[src/rtl/fp_subtractor_seq.sv]
`default_nettype none
// ============================================================================
// Module   : fp_subtractor_seq
// Purpose  : Multi-cycle IEEE-754 single-precision subtractor (a - b) with a
//            valid/ready handshake, bit-serial alignment and normalisation,
//            truncation rounding and flush-to-zero of denormals.
//            Define FPSUB_FLAGS_EN to add the {overflow, underflow, zero}
//            flags output.
// Revision : 1.0  initial release
// ============================================================================
module fp_subtractor_seq #(
    parameter int unsigned MAX_SHIFT = 26
) (
    input  logic        clk,
    input  logic        rst,
    input  logic        in_valid,
    output logic        in_ready,
    input  logic [31:0] a,
    input  logic [31:0] b,
    output logic        out_valid,
    input  logic        out_ready,
    output logic [31:0] result
`ifdef FPSUB_FLAGS_EN
    ,
    output logic [2:0]  flags
`endif
);

    localparam int unsigned c_SHIFT_W = $clog2(MAX_SHIFT + 1);
    localparam logic [31:0] c_QNAN    = 32'h7FC0_0000;
    localparam logic [7:0]  c_EXP_MAX = 8'hFF;

    typedef enum logic [2:0] {
        ST_IDLE    = 3'd0,
        ST_ALIGN   = 3'd1,
        ST_COMBINE = 3'd2,
        ST_NORM    = 3'd3,
        ST_DONE    = 3'd4
    } state_t;

    state_t r_state;
    state_t w_state_next;

    // Working registers
    logic                 r_sign;
    logic                 r_eff_sub;
    logic [7:0]           r_exp;
    logic [23:0]          r_mant_x;
    logic [23:0]          r_mant_y;
    logic [24:0]          r_mant;
    logic [c_SHIFT_W-1:0] r_shift;
    logic [31:0]          r_result;

    // Operand decode (IDLE)
    logic [7:0]           w_a_exp;
    logic [7:0]           w_b_exp;
    logic [23:0]          w_a_mant;
    logic [23:0]          w_b_mant;
    logic                 w_b_sign;
    logic                 w_a_ge;
    logic                 w_special;
    logic                 w_accept;
    logic                 w_x_sign;
    logic                 w_y_sign;
    logic [7:0]           w_x_exp;
    logic [7:0]           w_y_exp;
    logic [23:0]          w_x_mant;
    logic [23:0]          w_y_mant;
    logic [7:0]           w_exp_diff;
    logic [c_SHIFT_W-1:0] w_shift_init;

    // Normalisation decode (NORM)
    logic                 w_norm_zero;
    logic                 w_norm_right;
    logic                 w_norm_left;
    logic                 w_norm_ovf;
    logic                 w_norm_unf;
    logic                 w_norm_pack;

    logic                 w_result_load;
    logic [31:0]          w_result_next;

    assign w_accept  = in_valid && (r_state == ST_IDLE);

    // Subtrahend enters with its sign inverted, turning a - b into a + (-b)
    assign w_a_exp   = a[30:23];
    assign w_b_exp   = b[30:23];
    assign w_a_mant  = (w_a_exp == 8'd0) ? 24'd0 : {1'b1, a[22:0]};
    assign w_b_mant  = (w_b_exp == 8'd0) ? 24'd0 : {1'b1, b[22:0]};
    assign w_b_sign  = ~b[31];
    assign w_special = (w_a_exp == c_EXP_MAX) || (w_b_exp == c_EXP_MAX);
    assign w_a_ge    = {w_a_exp, w_a_mant} >= {w_b_exp, w_b_mant};

    assign w_x_sign  = w_a_ge ? a[31]    : w_b_sign;
    assign w_y_sign  = w_a_ge ? w_b_sign : a[31];
    assign w_x_exp   = w_a_ge ? w_a_exp  : w_b_exp;
    assign w_y_exp   = w_a_ge ? w_b_exp  : w_a_exp;
    assign w_x_mant  = w_a_ge ? w_a_mant : w_b_mant;
    assign w_y_mant  = w_a_ge ? w_b_mant : w_a_mant;

    assign w_exp_diff = w_x_exp - w_y_exp;

    // A zero Y needs no alignment; beyond MAX_SHIFT the Y mantissa is all shifted out anyway
    always_comb begin
        w_shift_init = '0;
        if (w_y_mant != 24'd0) begin
            if (32'(w_exp_diff) > MAX_SHIFT) begin
                w_shift_init = c_SHIFT_W'(MAX_SHIFT);
            end else begin
                w_shift_init = c_SHIFT_W'(w_exp_diff);
            end
        end
    end

    assign w_norm_zero  = (r_mant == 25'd0);
    assign w_norm_right = r_mant[24];
    assign w_norm_left  = !r_mant[24] && !r_mant[23] && !w_norm_zero;
    assign w_norm_ovf   = w_norm_right && (r_exp == 8'd254);
    assign w_norm_unf   = w_norm_left && (r_exp == 8'd1);
    assign w_norm_pack  = !w_norm_zero && !w_norm_right && !w_norm_left;

    always_ff @(posedge clk or posedge rst) begin
        if (rst) begin
            r_state <= ST_IDLE;
        end else begin
            r_state <= w_state_next;
        end
    end

    always_comb begin
        w_state_next = r_state;
        case (r_state)
            ST_IDLE: begin
                if (w_accept) begin
                    if (w_special) begin
                        w_state_next = ST_DONE;
                    end else if (w_shift_init != '0) begin
                        w_state_next = ST_ALIGN;
                    end else begin
                        w_state_next = ST_COMBINE;
                    end
                end
            end
            ST_ALIGN: begin
                if (r_shift == c_SHIFT_W'(1)) begin
                    w_state_next = ST_COMBINE;
                end
            end
            ST_COMBINE: begin
                w_state_next = ST_NORM;
            end
            ST_NORM: begin
                if (w_norm_zero || w_norm_ovf || w_norm_unf || w_norm_pack) begin
                    w_state_next = ST_DONE;
                end
            end
            ST_DONE: begin
                if (out_ready) begin
                    w_state_next = ST_IDLE;
                end
            end
            default: begin
                w_state_next = ST_IDLE;
            end
        endcase
    end

    // Every terminal outcome updates the result register exactly once per operation
    always_comb begin
        w_result_load = 1'b0;
        w_result_next = r_result;
        case (r_state)
            ST_IDLE: begin
                if (w_accept && w_special) begin
                    w_result_load = 1'b1;
                    w_result_next = c_QNAN;
                end
            end
            ST_NORM: begin
                if (w_norm_zero || w_norm_unf) begin
                    w_result_load = 1'b1;
                    w_result_next = 32'd0;
                end else if (w_norm_ovf) begin
                    w_result_load = 1'b1;
                    w_result_next = {r_sign, c_EXP_MAX, 23'd0};
                end else if (w_norm_pack) begin
                    w_result_load = 1'b1;
                    w_result_next = {r_sign, r_exp, r_mant[22:0]};
                end
            end
            default: begin
                w_result_load = 1'b0;
            end
        endcase
    end

    always_ff @(posedge clk or posedge rst) begin
        if (rst) begin
            r_sign    <= 1'b0;
            r_eff_sub <= 1'b0;
            r_exp     <= 8'd0;
            r_mant_x  <= 24'd0;
            r_mant_y  <= 24'd0;
            r_mant    <= 25'd0;
            r_shift   <= '0;
        end else begin
            case (r_state)
                ST_IDLE: begin
                    if (w_accept) begin
                        r_sign    <= w_x_sign;
                        r_eff_sub <= w_x_sign ^ w_y_sign;
                        r_exp     <= w_x_exp;
                        r_mant_x  <= w_x_mant;
                        r_mant_y  <= w_y_mant;
                        r_shift   <= w_shift_init;
                    end
                end
                ST_ALIGN: begin
                    r_mant_y <= r_mant_y >> 1;
                    r_shift  <= r_shift - c_SHIFT_W'(1);
                end
                ST_COMBINE: begin
                    // X has the larger magnitude, so the difference cannot go negative
                    if (r_eff_sub) begin
                        r_mant <= {1'b0, r_mant_x} - {1'b0, r_mant_y};
                    end else begin
                        r_mant <= {1'b0, r_mant_x} + {1'b0, r_mant_y};
                    end
                end
                ST_NORM: begin
                    if (w_norm_right && !w_norm_ovf) begin
                        r_mant <= r_mant >> 1;
                        r_exp  <= r_exp + 8'd1;
                    end else if (w_norm_left && !w_norm_unf) begin
                        r_mant <= r_mant << 1;
                        r_exp  <= r_exp - 8'd1;
                    end
                end
                default: begin
                    r_shift <= r_shift;
                end
            endcase
        end
    end

    always_ff @(posedge clk or posedge rst) begin
        if (rst) begin
            r_result <= 32'd0;
        end else if (w_result_load) begin
            r_result <= w_result_next;
        end
    end

`ifdef FPSUB_FLAGS_EN
    logic [2:0] r_flags;
    logic       w_flag_ovf;
    logic       w_flag_unf;
    logic       w_flag_zero;

    assign w_flag_ovf  = (r_state == ST_NORM) && w_norm_ovf;
    assign w_flag_unf  = (r_state == ST_NORM) && w_norm_unf;
    assign w_flag_zero = (w_result_next[30:0] == 31'd0);

    always_ff @(posedge clk or posedge rst) begin
        if (rst) begin
            r_flags <= 3'd0;
        end else if (w_result_load) begin
            r_flags <= {w_flag_ovf, w_flag_unf, w_flag_zero};
        end
    end

    assign flags = r_flags;
`endif

    assign in_ready  = (r_state == ST_IDLE);
    assign out_valid = (r_state == ST_DONE);
    assign result    = r_result;

endmodule
`default_nettype wire

[config.mk]
export PLATFORM = sky130hd
export DESIGN_NAME = fp_subtractor_seq
export DESIGN_NICKNAME = d
export VERILOG_FILES = /design/src/rtl/fp_subtractor_seq.sv
export SDC_FILE = /design/constraint.sdc
export NUM_CORES = 1
export LEC_CHECK = 0
export BUFFER_PORTS_ARGS = -buffer_cell sky130_fd_sc_hd__buf_2
export CAP_MARGIN = 15
export CORE_ASPECT_RATIO = 1.75
export CORE_UTILIZATION = 50
export DETAILED_ROUTE_END_ITERATION = 7
export GPL_TIMING_DRIVEN = 1
export PLACE_DENSITY = 0.69
export REMOVE_ABC_BUFFERS = 1
export SYNTH_ARGS = -nofsm -noshare
export SYNTH_HDL_FRONTEND = slang
export SYNTH_SLANG_ARGS = --single-unit
[constraint.sdc]
create_clock -name clk -period 5.85 [get_ports clk]
set_input_delay 1.755 -clock clk [delete_from_list [all_inputs] [get_ports clk]]
set_output_delay 1.755 -clock clk [all_outputs]
set_load 0.01 [all_outputs]
---- Word level (Yosys, flattened, before mapping) ----
Cells that the tools add are included.
cells by class
  add/sub/neg operators ................... 6
  order comparisons ....................... 2
  eq/ne operators ......................... 16
  multiplexer cells ....................... 39
  bitwise operators ....................... 2
  reduce and logical (&&, ||, !) cells .... 36
operator list
  operator               number
  $mux W32               4
  $mux W24               5
  $mux W25               3
  $pmux W32 S2           1
  $pmux W25 S2           1
  $pmux W24 S2           1
  $mux W8                5
  $ge A32 B32 Y1         1
  $add A24 B24 Y25       1
  $logic_not A25 Y1      1
  $sub A24 B24 Y25       1
  $eq A8 B8 Y1 const B   3
  $reduce_bool A24 Y1    1
  $logic_not A8 Y1       2
  $pmux W8 S2            1
  $mux W3                5
  $mux W5                3
  $pmux W3 S5            1
  $logic_and A1 B1 Y1    10
  $pmux W5 S2            1
  $add A8 B1 Y8 const B  1
  $eq A8 B1 Y1 const B   1
  $gt A8 B5 Y1 const B   1
  $reduce_and A4 Y1      2
  other kinds (23)       45
word-level totals
  bits in registers ....................... 123
  output and inout bits ................... 34

---- Logic depth before layout (Yosys ltp) ----
Gate-level depths: netlist (run 1).
  depth after elaboration ................. 13
  gate-level depth with buffers ........... 25
  gate-level depth less buffers ........... 21

---- Least setup slack after synthesis (run 1) ----
OpenSTA, ideal clock, no wires.
  path kind ............................... input to register
  start ................................... input a[29]
  end ..................................... register r_shift[0]
  arrival ................................. 6.266 ns
  required time ........................... 5.755 ns
  slack ................................... -0.512 ns
  stages .................................. 24
  buffers on the path ..................... 4
  cells stage by stage .................... nor4_1 -> nand2_1 -> clkbuf_1 -> and2_1 -> ha_1 -> a211oi_1 -> o21ai_0 -> a21oi_1 -> o21a_1 -> or3_1 -> buf_2 -> nand2_1 -> clkbuf_1 -> clkbuf_1 -> a21oi_1 -> ha_1 -> nand2_1 -> o21ai_0 -> a211oi_1 -> o21a_1 -> mux2_2 -> a311oi_2 -> nand3_1 -> o31ai_1
on the way
  word-level cells in the longest chain between the ends .. 10
RTL lines
  what                        line    text
  start: declaration          18      input logic [31:0] a,
  $logic_not A8 Y1            88      assign w_a_mant = (w_a_exp == 8'd0) ? 24'd0 : {1'b1, a[22:0]};
  $mux W24                    88
  $ge A32 B32 Y1              92      assign w_a_ge = {w_a_exp, w_a_mant} >= {w_b_exp, w_b_mant};
  $mux W8 (on tied branches)  96, 97
  $sub A8 B8 Y8               101     assign w_exp_diff = w_x_exp - w_y_exp;
  $gt A8 B5 Y1                107     if (32'(w_exp_diff) > MAX_SHIFT) begin
  $mux W5                     107
  $mux W5 *                   106     if (w_y_mant != 24'd0) begin
  $mux W5 *                   209     if (w_accept) begin
  $pmux W5 S2 *               207     case (r_state)
  end signal: assignment      215     r_shift <= w_shift_init;
  end signal: assignment      220     r_shift <= r_shift - c_SHIFT_W'(1);
  end signal: assignment      240     r_shift <= r_shift;
  end: declaration            51      logic [c_SHIFT_W-1:0] r_shift;
Every way passes the cells marked *; elsewhere a longest branch is shown, timed or not. The select of a mux whose other input is x is not followed.
A chain may end at the register's enable or synchronous reset.

---- Worst setup path in the final report (run 1) ----
  start ................................... input a[30]
  end ..................................... register r_shift[2]
Same word-level chain as after synthesis.

==> metrics.md, run 1 <==
| Metric | Value |
|---|---|
| Outcome | `finished, final reports clean` |
| Chip height | `around 180 um` |
| I/O Pins | `102` |
| Tcrit/Tclk final | `around 98%` |
| WL/cell | `between 15 and 20 um` |
| Worst reg2reg setup slack | `roughly 1800 ps` |
| Gp weighted congestion | `between 0.9 and 1` |
| Top_reg_cell synth | `dfrtp_1` |
| Most frequent cells in the layout | `nand2_1, a21oi_1, nor2_1, dfrtp_1, buf_4` |
| WHS | `around 460 ps` |
| Vias per std cell | `roughly 5.6` |
| Num rows | `66` |
| Switching share of power | `between 40 and 50%` |
| Clock latency at the later pin of the worst-skew pair | `420 ps` |
| Dpl cell area | `10,900 sq um` |
| Wl on met1 | `between 10 and 15 mm` |
| Syn_area_per_cell | `~7.5 sq um` |
| Largest net degree at the start of global routing | `around 110` |
| Commonest non-fill, non-tap cell in the layout | `nand2_1` |
| Sequential power share | `26.8%` |
| Crit Path Max Fanout | `7` |
| Cts bufs inserted | `17` |
| Fillcell total | `1,730` |
| Finished Layout Cells | `~1,700` |
| Initial antenna violation count | `0` |
| Synth Area in Adders | `8.67%` |
| Top routing layer in use | `met4` |
| Crit Reg-Reg Startpoint | `r_mant_y[2]$_DFFE_PP0P_` |
| CTS clk-pin slew, worst paths | `~50 ps` |
| H-tree depth | `4` |
| Met3 WL post-DR | `~730 um` |
| DRC Markers | `0` |
| Max-slew violations | `0` |
| Area occupied by registers | `between 3000 and 4000 sq um` |
| EDFF count, synth | `0` |
| Width of the die | `~110 um` |
| First-pass GRT wire length | `between 40 and 50 mm` |
| HPWL after DPL | `19.8 mm` |
| Post-Layout Inst Area | `roughly 12,000 sq um` |
| Post-Synth XOR/XNOR Area | `about 4.3%` |
| Input/output buffers | `between 100 and 150` |
| Post-Syn Instances | `approximately 1,300` |
| Clock sink count | `~120` |
| WS Path Type | `input port to register` |
| Met2 routed WL | `roughly 13 mm` |
| Sw Pwr | `0.00280 W` |
| Core area | `~19,000 sq um` |
| MaxCap Viol Count | `0` |
| DRT iter0 DRCs | `between 400 and 500` |
| Setup TNS Final | `0 ps` |
| Synth Area in Compound Gates | `a little under a quarter` |
| Final net count | `roughly 1,600` |
| Post-route ant nets | `0` |
| Slew @ Worst Pin | `slightly below 1000 ps` |
| WP data arrival | `just over 6000 ps` |
| Simple-Gate Fraction of Synth Area | `roughly a quarter` |
| Synth Cell Area | `between 9000 and 10,000 sq um` |
| Detailed Route WL | `25.9 mm` |
| FFs w/ async S/R, synth | `100%` |
| GRT Total Usage | `~27%` |
| Hold WC Path Type | `register to register` |
| Worst EP required | `6180 ps` |
| P&R area growth vs syn | `23.1%` |
| Post-synthesis sequential area ratio | `around 33%` |
| Pleak | `about 5.5 nW` |
| CTS tree | `done` |
| R2r endpoint | `r_mant[24]$_DFFE_PP0P_` |
| Area of the multi-input gates | `about 6100 sq um` |
| Diode count | `0` |
| Final setup fails | `0` |
| Internal power | `between 0.003 and 0.004 W` |
| F_max | `between 0.15 and 0.2 GHz` |
| Largest family of logic cells by synthesized area | `simple AND/OR/NAND/NOR gates` |
| PD cells | `~530 nW/um^2` |
| Clock Power Share | `between 10% and 20%` |
| Comb pwr share | `between 50% and 60%` |
| Yosys Warn Count | `0` |
| Register-to-Register Path Depth | `17` |
| Die area | `a little under 20,000 sq um` |
| Layout cells sized above 1 | `roughly a fifth` |
| Hold Startpoint | `result[18]$_DFFE_PP0P_` |
| Hold_buf cts | `0` |
| CP Capture Type | `register` |
| Crit. Startpoint | `a[30]` |
| Minimum clock period | `roughly 5700 ps` |
| FF+latch count, synth | `roughly 120` |
| Startpoint class of the critical path | `input port` |
| Mux cell area share after synthesis | `0.648%` |
| Relative slew slack | `about a third` |
| Gr ovfl total | `0` |
| Worst Skew | `approximately 7 ps` |
| Clock Path Buffers | `2` |
| Initial Util | `between 50% and 60%` |
| Inst Count DP | `1,636` |
| RSZ-0062 raised after global routing | `false` |
| Hold Vio Cnt, Final | `0` |
| CTS root buf | `clkbuf_16` |
| Synth cell types | `about 70` |
| Vias | `between 9,000 and 10,000` |
| Worst Hold End | `result[18]$_DFFE_PP0P_` |
| Overall power | `just over 0.006 W` |
| Hold depth | `2` |
| First drt pass iteration count | `5` |
| Worst ir drop on vdd | `about 270 uV` |
| Vias in the first global route | `8,843` |
repair_timing:
item,CTS,global route
setup buffers,0,2
resized for setup,2,30
pin swaps,0,15
endpoints found under the setup margin,2,7
cloned,0,2
registers in the layout, summed over array words and instances (netlist names):
name and count:
r_mant 25, r_mant_y 24, r_state 3, r_sign 1
result 32, r_exp 8, r_eff_sub 1, r_shift 5
r_mant_x 24
through the flow:
stage / worst slack [ps] / utilization, %
2_1_floorplan: -1270 / -
3_3_place_gp: -322 / 58.5
3_5_place_dp: -532 / 58.5
4_1_cts: 12.1 / 61.5
5_1_grt: 0.894 / 62.7
6_report: 123 / 62.7
worst max-delay path, cell delays in order:
cell      delay [ps]
buf_2            120
nor4_4           250
buf_4            190
nand2_8           80
buf_12           150
and2_1           180
ha_1             310
nand2_1           70
o21ai_1           80
a2111o_1         460
a211oi_4         330
nand2_4          100
nor2_2           120
a21oi_1           60
ha_2             190
nand2_1           60
o21ai_1           70
a211oi_2         240
o21a_1           250
mux2_4           330
a311oi_2         210
nand3_1          150
o31ai_2          260
power groups by stage:
stage / clock network, W / registers [W] / logic [W]
2_1_floorplan: 0 / 0.00161 / 0.00265
3_3_place_gp: 0 / 0.00166 / 0.00343
3_5_place_dp: 0 / 0.00167 / 0.00350
4_1_cts: 0.00100 / 0.00166 / 0.00353
5_1_grt: 0.00104 / 0.00173 / 0.00402
6_report: 0.000993 / 0.00166 / 0.00355
layout make-up:
class / instances / share of cell area, %
timing repair buffer: 216 / 12.5
inverter: 35 / 1.15
clock buffer: 21 / 3.87
sequential: 123 / 26.4
clock inverter: 9 / 0.849
tap: 238 / 2.56
multi-input combinational: 1029 / 52.6
routing by layer:
layer	GRT usage, %	vias up
met1	33.3	4339
li1	-	4809
met5	0	-
met4	12.2	0
met2	48.3	220
met3	2.66	55
how the worst max path moves through the flow:
stage,endpoint,slack (ps),cells after the start
2_1_floorplan,r_shift[0]$_DFFE_PP0P_,-1270,20
3_3_place_gp,r_shift[0]$_DFFE_PP0P_,-320,20
3_5_place_dp,r_shift[2]$_DFFE_PP0P_,-530,20
4_1_cts,r_shift[2]$_DFFE_PP0P_,10,23
5_1_grt,r_shift[2]$_DFFE_PP0P_,0.9,23
6_report,r_shift[2]$_DFFE_PP0P_,120,23
cells in the mapped netlist (4+ instances only):
cell type | instances | share of area [%]
o21a_1 | 14 | 1.1
mux2i_1 | 5 | 0.53
nand3_1 | 54 | 2.9
a41oi_1 | 4 | 0.37
o22ai_1 | 9 | 0.59
nor2b_1 | 5 | 0.33
a31oi_1 | 10 | 0.66
dfrtp_1 | 123 | 33
xor2_1 | 10 | 0.93
o21ai_1 | 4 | 0.21
o31ai_1 | 8 | 0.63
a211oi_1 | 13 | 1.0
ha_1 | 64 | 8.5
inv_1 | 35 | 1.4
o211ai_1 | 6 | 0.48
nor4_1 | 21 | 1.4
a21o_1 | 7 | 0.56
a22oi_1 | 24 | 1.9
nor3_1 | 34 | 1.8
or2_2 | 5 | 0.33
xnor2_1 | 36 | 3.3
and3_1 | 4 | 0.26
o21ai_0 | 99 | 5.2
clkbuf_1 | 64 | 2.5
nor2_1 | 143 | 5.7
nand2_1 | 198 | 7.9
nand2b_1 | 10 | 0.66
a21oi_1 | 150 | 7.9
and2_1 | 28 | 1.9
nand4_1 | 13 | 0.86
logic make-up after synthesis:
kind of cell    Yosys count
simple gates            539
flops                   123
mux                       6
fa+ha+maj                65
buf+inv                 107
compound gates          373
xor+xnor                 46
Note: power is estimated with default switching activity, not from simulation.
==> inputs of run 2 (changes only) <==
Settings changed: ABC_AREA set to 1, PLACE_DENSITY 0.69 to 0.71.
Clock period 5.85 ns to 4.7 ns, I/O delays scaled along.
==> run 2 against run 1 <==
Setup slack lost 29 ps; synthesized cell count rose by 5.6%; final cell count rose by 5.4%; power is 35% higher; sequential share of layout area fell by 0.94 points; sequential power grew 19%; die area is 0.14% higher; non-clock buffer count did not move; hold slack better by 18 ps; routed wire length is 3.1% lower; clock skew is 1.3 ps higher.
==> metrics.md, run 2 <==
| Metric | Value |
|---|---|
| FF+latch count, synth | `~120` |
| WL/cell | `14.3 um` |
| Slew @ Worst Pin | `755 ps` |
| Final setup margin | `93.5 ps` |
| Clock latency at the later pin of the worst-skew pair | `about 420 ps` |
| Clock sink count | `~120` |
| Post-synthesis sequential area ratio | `between 30% and 40%` |
| Input/output buffers | `between 100 and 150` |
| Buffers & Inverters on Critical Path | `5` |
| I/O Pins | `about 100` |
| Max-slew violations | `0` |
| Minimum clock period | `~4600 ps` |
| MaxCap Viol Count | `0` |
| CP max stage delay | `270 ps` |
| Worst Skew | `8.28 ps` |
| Synth cell types | `45` |
| Synth cell count leaders | `nand2_1, inv_1, dfrtp_1` |
| Layout cells sized above 1 | `between 20% and 30%` |
| Post-Syn Instances | `~1,300` |
| Tcrit/Tclk final | `98.0%` |
| Synth Cell Area | `~9500 sq um` |
| WP data arrival | `between 4000 and 5000 ps` |
| Core area | `18,600 sq um` |
| Top-count cell post-synth | `nand2_1` |
| Detailed Route WL | `approximately 25 mm` |
| Pre-CTS setup slack | `-366 ps` |
| Top_reg_cell synth | `dfrtp_1` |
| Gp weighted congestion | `roughly 0.90` |
| Post-Layout Inst Area | `between 10,000 and 15,000 sq um` |
| H-tree depth | `4` |
| EDFF count, synth | `0` |
| F_max | `between 0.2 and 0.25 GHz` |
| Vias | `9,453` |
| PD cells | `slightly below 700 nW/um^2` |
| Syn_area_per_cell | `around 7.1 sq um` |
| P&R area growth vs syn | `27.4%` |
| Hold Startpoint | `result[15]$_DFFE_PP0P_` |
| Largest cells by area after synthesis | `dfrtp_1, nand2_1, ha_1` |
| Worst ir drop on vdd | `roughly 350 uV` |
| Die area | `slightly below 20,000 sq um` |
| CP max-delay cell | `ha_1` |
| Num rows | `between 60 and 70` |
| Post-route ant nets | `0` |
| Diode count | `0` |
| Most frequent cells in the layout | `nand2_1, inv_1, dfrtp_1, buf_4` |
| WHS | `474 ps` |
| Gr ovfl total | `0` |
| Max reg flops | `32` |
| Hold WC Path Type | `register to register` |
| Initial Util | `51.0%` |
| Area leader, netlist | `dfrtp_1` |
| Final net count | `around 1,600` |
| Clock Path Buffers | `2` |
| Outcome | `finished, final reports clean` |
| First drt pass iteration count | `5` |
| Yosys Warn Count | `0` |
| HPWL after DPL | `approximately 19 mm` |
| Fillcell total | `roughly 1,700` |
| CTS clk-pin slew, worst paths | `50 ps` |
| DRT iter0 DRCs | `slightly below 500` |
| Chip height | `~180 um` |
| CP Capture Type | `register` |
| RSZ-0062 raised after global routing | `true` |
| Vias per std cell | `~5.4` |
| Final setup fails | `0` |
| Dpl cell area | `around 11,000 sq um` |
| Worst EP required | `5010 ps` |
| Relative slew slack | `49.4%` |
| Cts bufs inserted | `17` |
| Initial antenna violation count | `0` |
| Pleak | `a little over 6 nW` |
| GRT Total Usage | `25.8%` |
| Width of the die | `around 110 um` |
| Largest net degree at the start of global routing | `77` |
| Overall power | `0.00837 W` |
| CTS tree | `done` |
| Yosys top cell area share | `between 30% and 40%` |
| DRC Markers | `0` |
| Crit Reg-Reg Startpoint | `r_mant_y[1]$_DFFE_PP0P_` |
| Crit. Startpoint | `a[30]` |
| Setup TNS Final | `0 ps` |
| FFs w/ async S/R, synth | `100%` |
| Cell family with most CP delay | `simple AND/OR/NAND/NOR gates` |
| Commonest non-fill, non-tap cell in the layout | `nand2_1` |
| Startpoint class of the critical path | `input port` |
| Vias in the first global route | `a little under 9,000` |
| Hold Vio Cnt, Final | `0` |
| WS Path Type | `input port to register` |
| Most used cell, CP | `nand2_1` |
| Crit Path Max Fanout | `6` |
| CTS root buf | `clkbuf_16` |
| First-pass GRT wire length | `between 40 and 50 mm` |
-- run 2: path summary, 6_finish.rpt --
kind	endpoint	slack (ps)	cells past startpoint
setup reg to reg	r_mant[23]$_DFFE_PP0P_	570	25
hold / removal	result[15]$_DFFE_PP0P_	470	2
min in group asynchronous	result[7]$_DFFE_PP0P_	1080	2
hold reg to reg	result[15]$_DFFE_PP0P_	470	2
setup / recovery	r_state[0]$_DFFE_PP0P_	90	32
max in group asynchronous	r_state[2]$_DFFE_PP0P_	2820	3
-- run 2: stage by stage --
| stage | cells | utilization [%] |
|---|---|---|
| 2_1_floorplan | 1276 | - |
| 3_3_place_gp | 1718 | 58.7 |
| 3_5_place_dp | 1718 | 58.7 |
| 4_1_cts | 1750 | 62.0 |
| 5_1_grt | 1762 | 65.0 |
| 6_report | 1762 | 65.0 |
-- run 2: timing repair --
item,4_1_cts,5_1_grt
setup buffers,0,11
gates resized for setup,0,91
endpoints found under the setup margin,0,7
hold buffers,0,0
-- run 2: layer usage --
layer / vias up / GRT usage (%) / routed length (um)
li1: 4880 / - / -
met1: 4324 / 31.3 / 10700
met2: 194 / 45.9 / 12900
met3: 55 / 2.55 / 730
met4: 0 / 11.7 / 802
met5: - / 0 / 0
-- run 2: worst register-to-register path: stages, from the launching register on --
cell and delay [ps]:
dfrtp_1 370, inv_1 110, ha_1 160, inv_1 50, nor2_1 120, inv_1 90, nor4_2 210, nand3_1 170
nor3_1 240, nand3_1 190, nor2_1 120, nand3_1 100, nor2_1 150, nor2_1 80, xor2_1 170, ha_1 380
nand2_1 120, nor4_1 370, nand3_1 130, nand3_1 160, a21oi_1 90, nor2_1 90, nor2_1 60, xor2_1 130
nand2_1 70, a31oi_1 140
-- run 2: final cells by class --
| type | instances | area (sq um) | area share (%) |
|---|---|---|---|
| repair buffers | 216 | 1490 | 12.3 |
| multi-input cells | 954 | 5840 | 48.4 |
| clock buffers | 19 | 453 | 3.75 |
| clock inverters | 13 | 165 | 1.37 |
| well taps | 238 | 298 | 2.47 |
| inverters | 199 | 749 | 6.21 |
| flip-flops and latches | 123 | 3080 | 25.5 |
-- run 2: cells by family (layout without fill, tap and decap cells) --
kind of cell             after synthesis  in the layout  share of synthesized area, %
XOR/XNOR                              36             36                          3.33
AO/OA/AOI/OAI                        335            335                          22.1
flip-flops                           123            123                          32.5
adder cells (fa/ha/maj)               65             65                          8.66
AND/OR/NAND/NOR                      518            518                          23.3
buffers and inverters                253            447                          10.1
-- run 2: power breakdown --
group	leakage [nW]	switching [W]	internal [W]
registers	1.49	0.000400	0.00157
logic	4.32	0.00305	0.00199
clock network	0.292	0.000497	0.000863
==> inputs of run 3 (changes only) <==
Settings changed: PLACE_DENSITY 0.71 to 0.72.
==> run 3 against run 2 <==
Fmax is 1.8% lower; power is 0.50% higher; setup slack worse by 85 ps; highest routed layer unchanged.
==> metrics.md, run 3 (same netlist as run 2, synthesis figures left out) <==
| Metric | Value |
|---|---|
| Outcome | `finished, final reports clean` |
| HPWL after DPL | `18.9 mm` |
| Startpoint class of the critical path | `input port` |
| Setup TNS Final | `0 ps` |
| Worst Skew | `roughly 9.8 ps` |
| Chip height | `about 180 um` |
| WS Path Type | `input port to register` |
| CP max stage delay | `between 200 and 300 ps` |
| RSZ-0062 raised after global routing | `true` |
| First drt pass iteration count | `5` |
| Crit Path Max Fanout | `6` |
| Clock Path Buffers | `2` |
| Hold Vio Cnt, Final | `0` |
| Initial Util | `51.0%` |
| Clock sink count | `roughly 120` |
| Cts bufs inserted | `17` |
| CTS tree | `done` |
| Slew @ Worst Pin | `approximately 830 ps` |
| Worst reg2reg setup slack | `about 610 ps` |
| Die area | `approximately 20,000 sq um` |
| R2r endpoint | `r_mant[23]$_DFFE_PP0P_` |
| Largest net degree at the start of global routing | `77` |
| Vias per std cell | `~5.5` |
| Clock latency at the later pin of the worst-skew pair | `approximately 430 ps` |
| Relative slew slack | `between 40% and 50%` |
| WP data arrival | `around 5000 ps` |
| GRT Total Usage | `26.2%` |
| Layout cells sized above 1 | `a little under a quarter` |
| Most frequent cells in the layout | `nand2_1, inv_1, dfrtp_1, buf_4, buf_2` |
| DRT iter0 DRCs | `440` |
| Post-route ant nets | `0` |
| Worst Hold End | `result[7]$_DFFE_PP0P_` |
| Commonest non-fill, non-tap cell in the layout | `nand2_1` |
| Area occupied by registers | `slightly above 3000 sq um` |
| Hold depth | `2` |
| Gr ovfl total | `0` |
| P&R area growth vs syn | `28.0%` |
| First-pass GRT wire length | `41.2 mm` |
| F_max | `roughly 0.21 GHz` |
| Input/output buffers | `roughly 100` |
| Core area | `around 19,000 sq um` |
| Width of the die | `about 110 um` |
| Area of the multi-input gates | `a little under 6000 sq um` |
| Minimum clock period | `4690 ps` |
| Max-slew violations | `0` |
| CTS root buf | `clkbuf_16` |
| Worst ir drop on vdd | `374 uV` |
| WHS | `473 ps` |
| DRC Markers | `0` |
| Vias in the first global route | `about 9,000` |
| Hold WC Path Type | `register to register` |
| Detailed Route WL | `25.7 mm` |
| CTS clk-pin slew, worst paths | `approximately 60 ps` |
| Hold Startpoint | `result[7]$_DFFE_PP0P_` |
| Fillcell total | `approximately 1,600` |
| Num rows | `66` |
| MaxCap Viol Count | `0` |
| WL/cell | `between 10 and 15 um` |
| Tcrit/Tclk final | `about 100%` |
| Final setup fails | `0` |
| Post-Layout Inst Area | `about 12,000 sq um` |
| Buffers & Inverters on Critical Path | `6` |
| Gp weighted congestion | `~0.95` |
| Hold_buf cts | `0` |
| Max reg flops | `32` |
| Cell family with most CP delay | `simple AND/OR/NAND/NOR gates` |
| Diode count | `0` |
| Pleak | `6.13 nW` |
| Initial antenna violation count | `0` |
| Dpl cell area | `around 11,000 sq um` |
| CP max-delay cell | `ha_1` |
| PD cells | `between 600 and 700 nW/um^2` |
| Register-to-Register Path Depth | `25` |
| CP Capture Type | `register` |
| Worst EP required | `between 5000 and 6000 ps` |
| Crit Reg-Reg Startpoint | `r_mant_y[1]$_DFFE_PP0P_` |
| Most used cell, CP | `nand2_1` |
| Vias | `9,659` |
| Final net count | `1,646` |
| I/O Pins | `roughly 100` |
| H-tree depth | `4` |
## run 3: changes by cell type in the layout (fill, tap and decap cells not counted), moves of 4 or more
cell / previous run / this run
nor2_2: 5 / 16
buf_4: 105 / 101
nor2_1: 99 / 92
nor2_4: 15 / 11
buf_6: 3 / 8
## run 3: power by group
group          switching [W]  internal, W
clock               0.000519     0.000842
combinational        0.00307      0.00200
sequential          0.000403      0.00157
## run 3: layer usage
layer / global-route usage (%) / share of wire (%) / wire (um) / vias to the layer above
li1: - / - / - / 4886
met1: 31.8 / 42 / 10800 / 4492
met2: 46.0 / 52 / 13400 / 228
met3: 3.78 / 3.2 / 814 / 53
met4: 11.5 / 2.7 / 699 / 0
met5: 0 / 0 / 0 / -
## run 3: worst max path at each step
stage	startpoint	endpoint	slack [ps]	cells after the start
after floorplan	in_valid	result[22]$_DFFE_PP0P_	-1880	6
after global placement	a[26]	r_state[0]$_DFFE_PP0P_	-310	31
after detailed placement	a[26]	r_state[0]$_DFFE_PP0P_	-440	30
after CTS	a[26]	r_state[0]$_DFFE_PP0P_	20	30
after global routing	a[26]	r_state[0]$_DFFE_PP0P_	-260	31
final	a[26]	r_state[0]$_DFFE_PP0P_	9	31
## run 3: layout make-up
type                    instances  share of cell area [%]
inverters                     199                    6.18
multi-input cells             954                    48.2
well taps                     238                    2.45
clock inverters                15                    1.56
clock buffers                  17                    3.51
repair buffers                218                    12.7
flip-flops and latches        123                    25.4
## run 3: worst min-delay path: cells and delay by family (launching register included)
family | cells | cell delay, ps
AO/OA/AOI/OAI | 1 | 50
flip-flops | 1 | 330
AND/OR/NAND/NOR | 1 | 50
## run 3: timing repair
item	in CTS	in global routing
buffers inserted	0	15
pin swaps	0	55
resized for setup	1	103
endpoints found under the setup margin	1	7
gates cloned	0	2
## run 3: through the flow
stage / setup WS [ps] / total power [W] / std cells / utilization, %
after floorplan: -1880 / 0.00569 / 1276 / -
after global placement: -314 / 0.00680 / 1714 / 58.6
after detailed placement: -437 / 0.00691 / 1714 / 58.6
after CTS: 20.3 / 0.00832 / 1746 / 61.9
after global routing: -263 / 0.00925 / 1764 / 65.3
final: 8.95 / 0.00841 / 1764 / 65.3
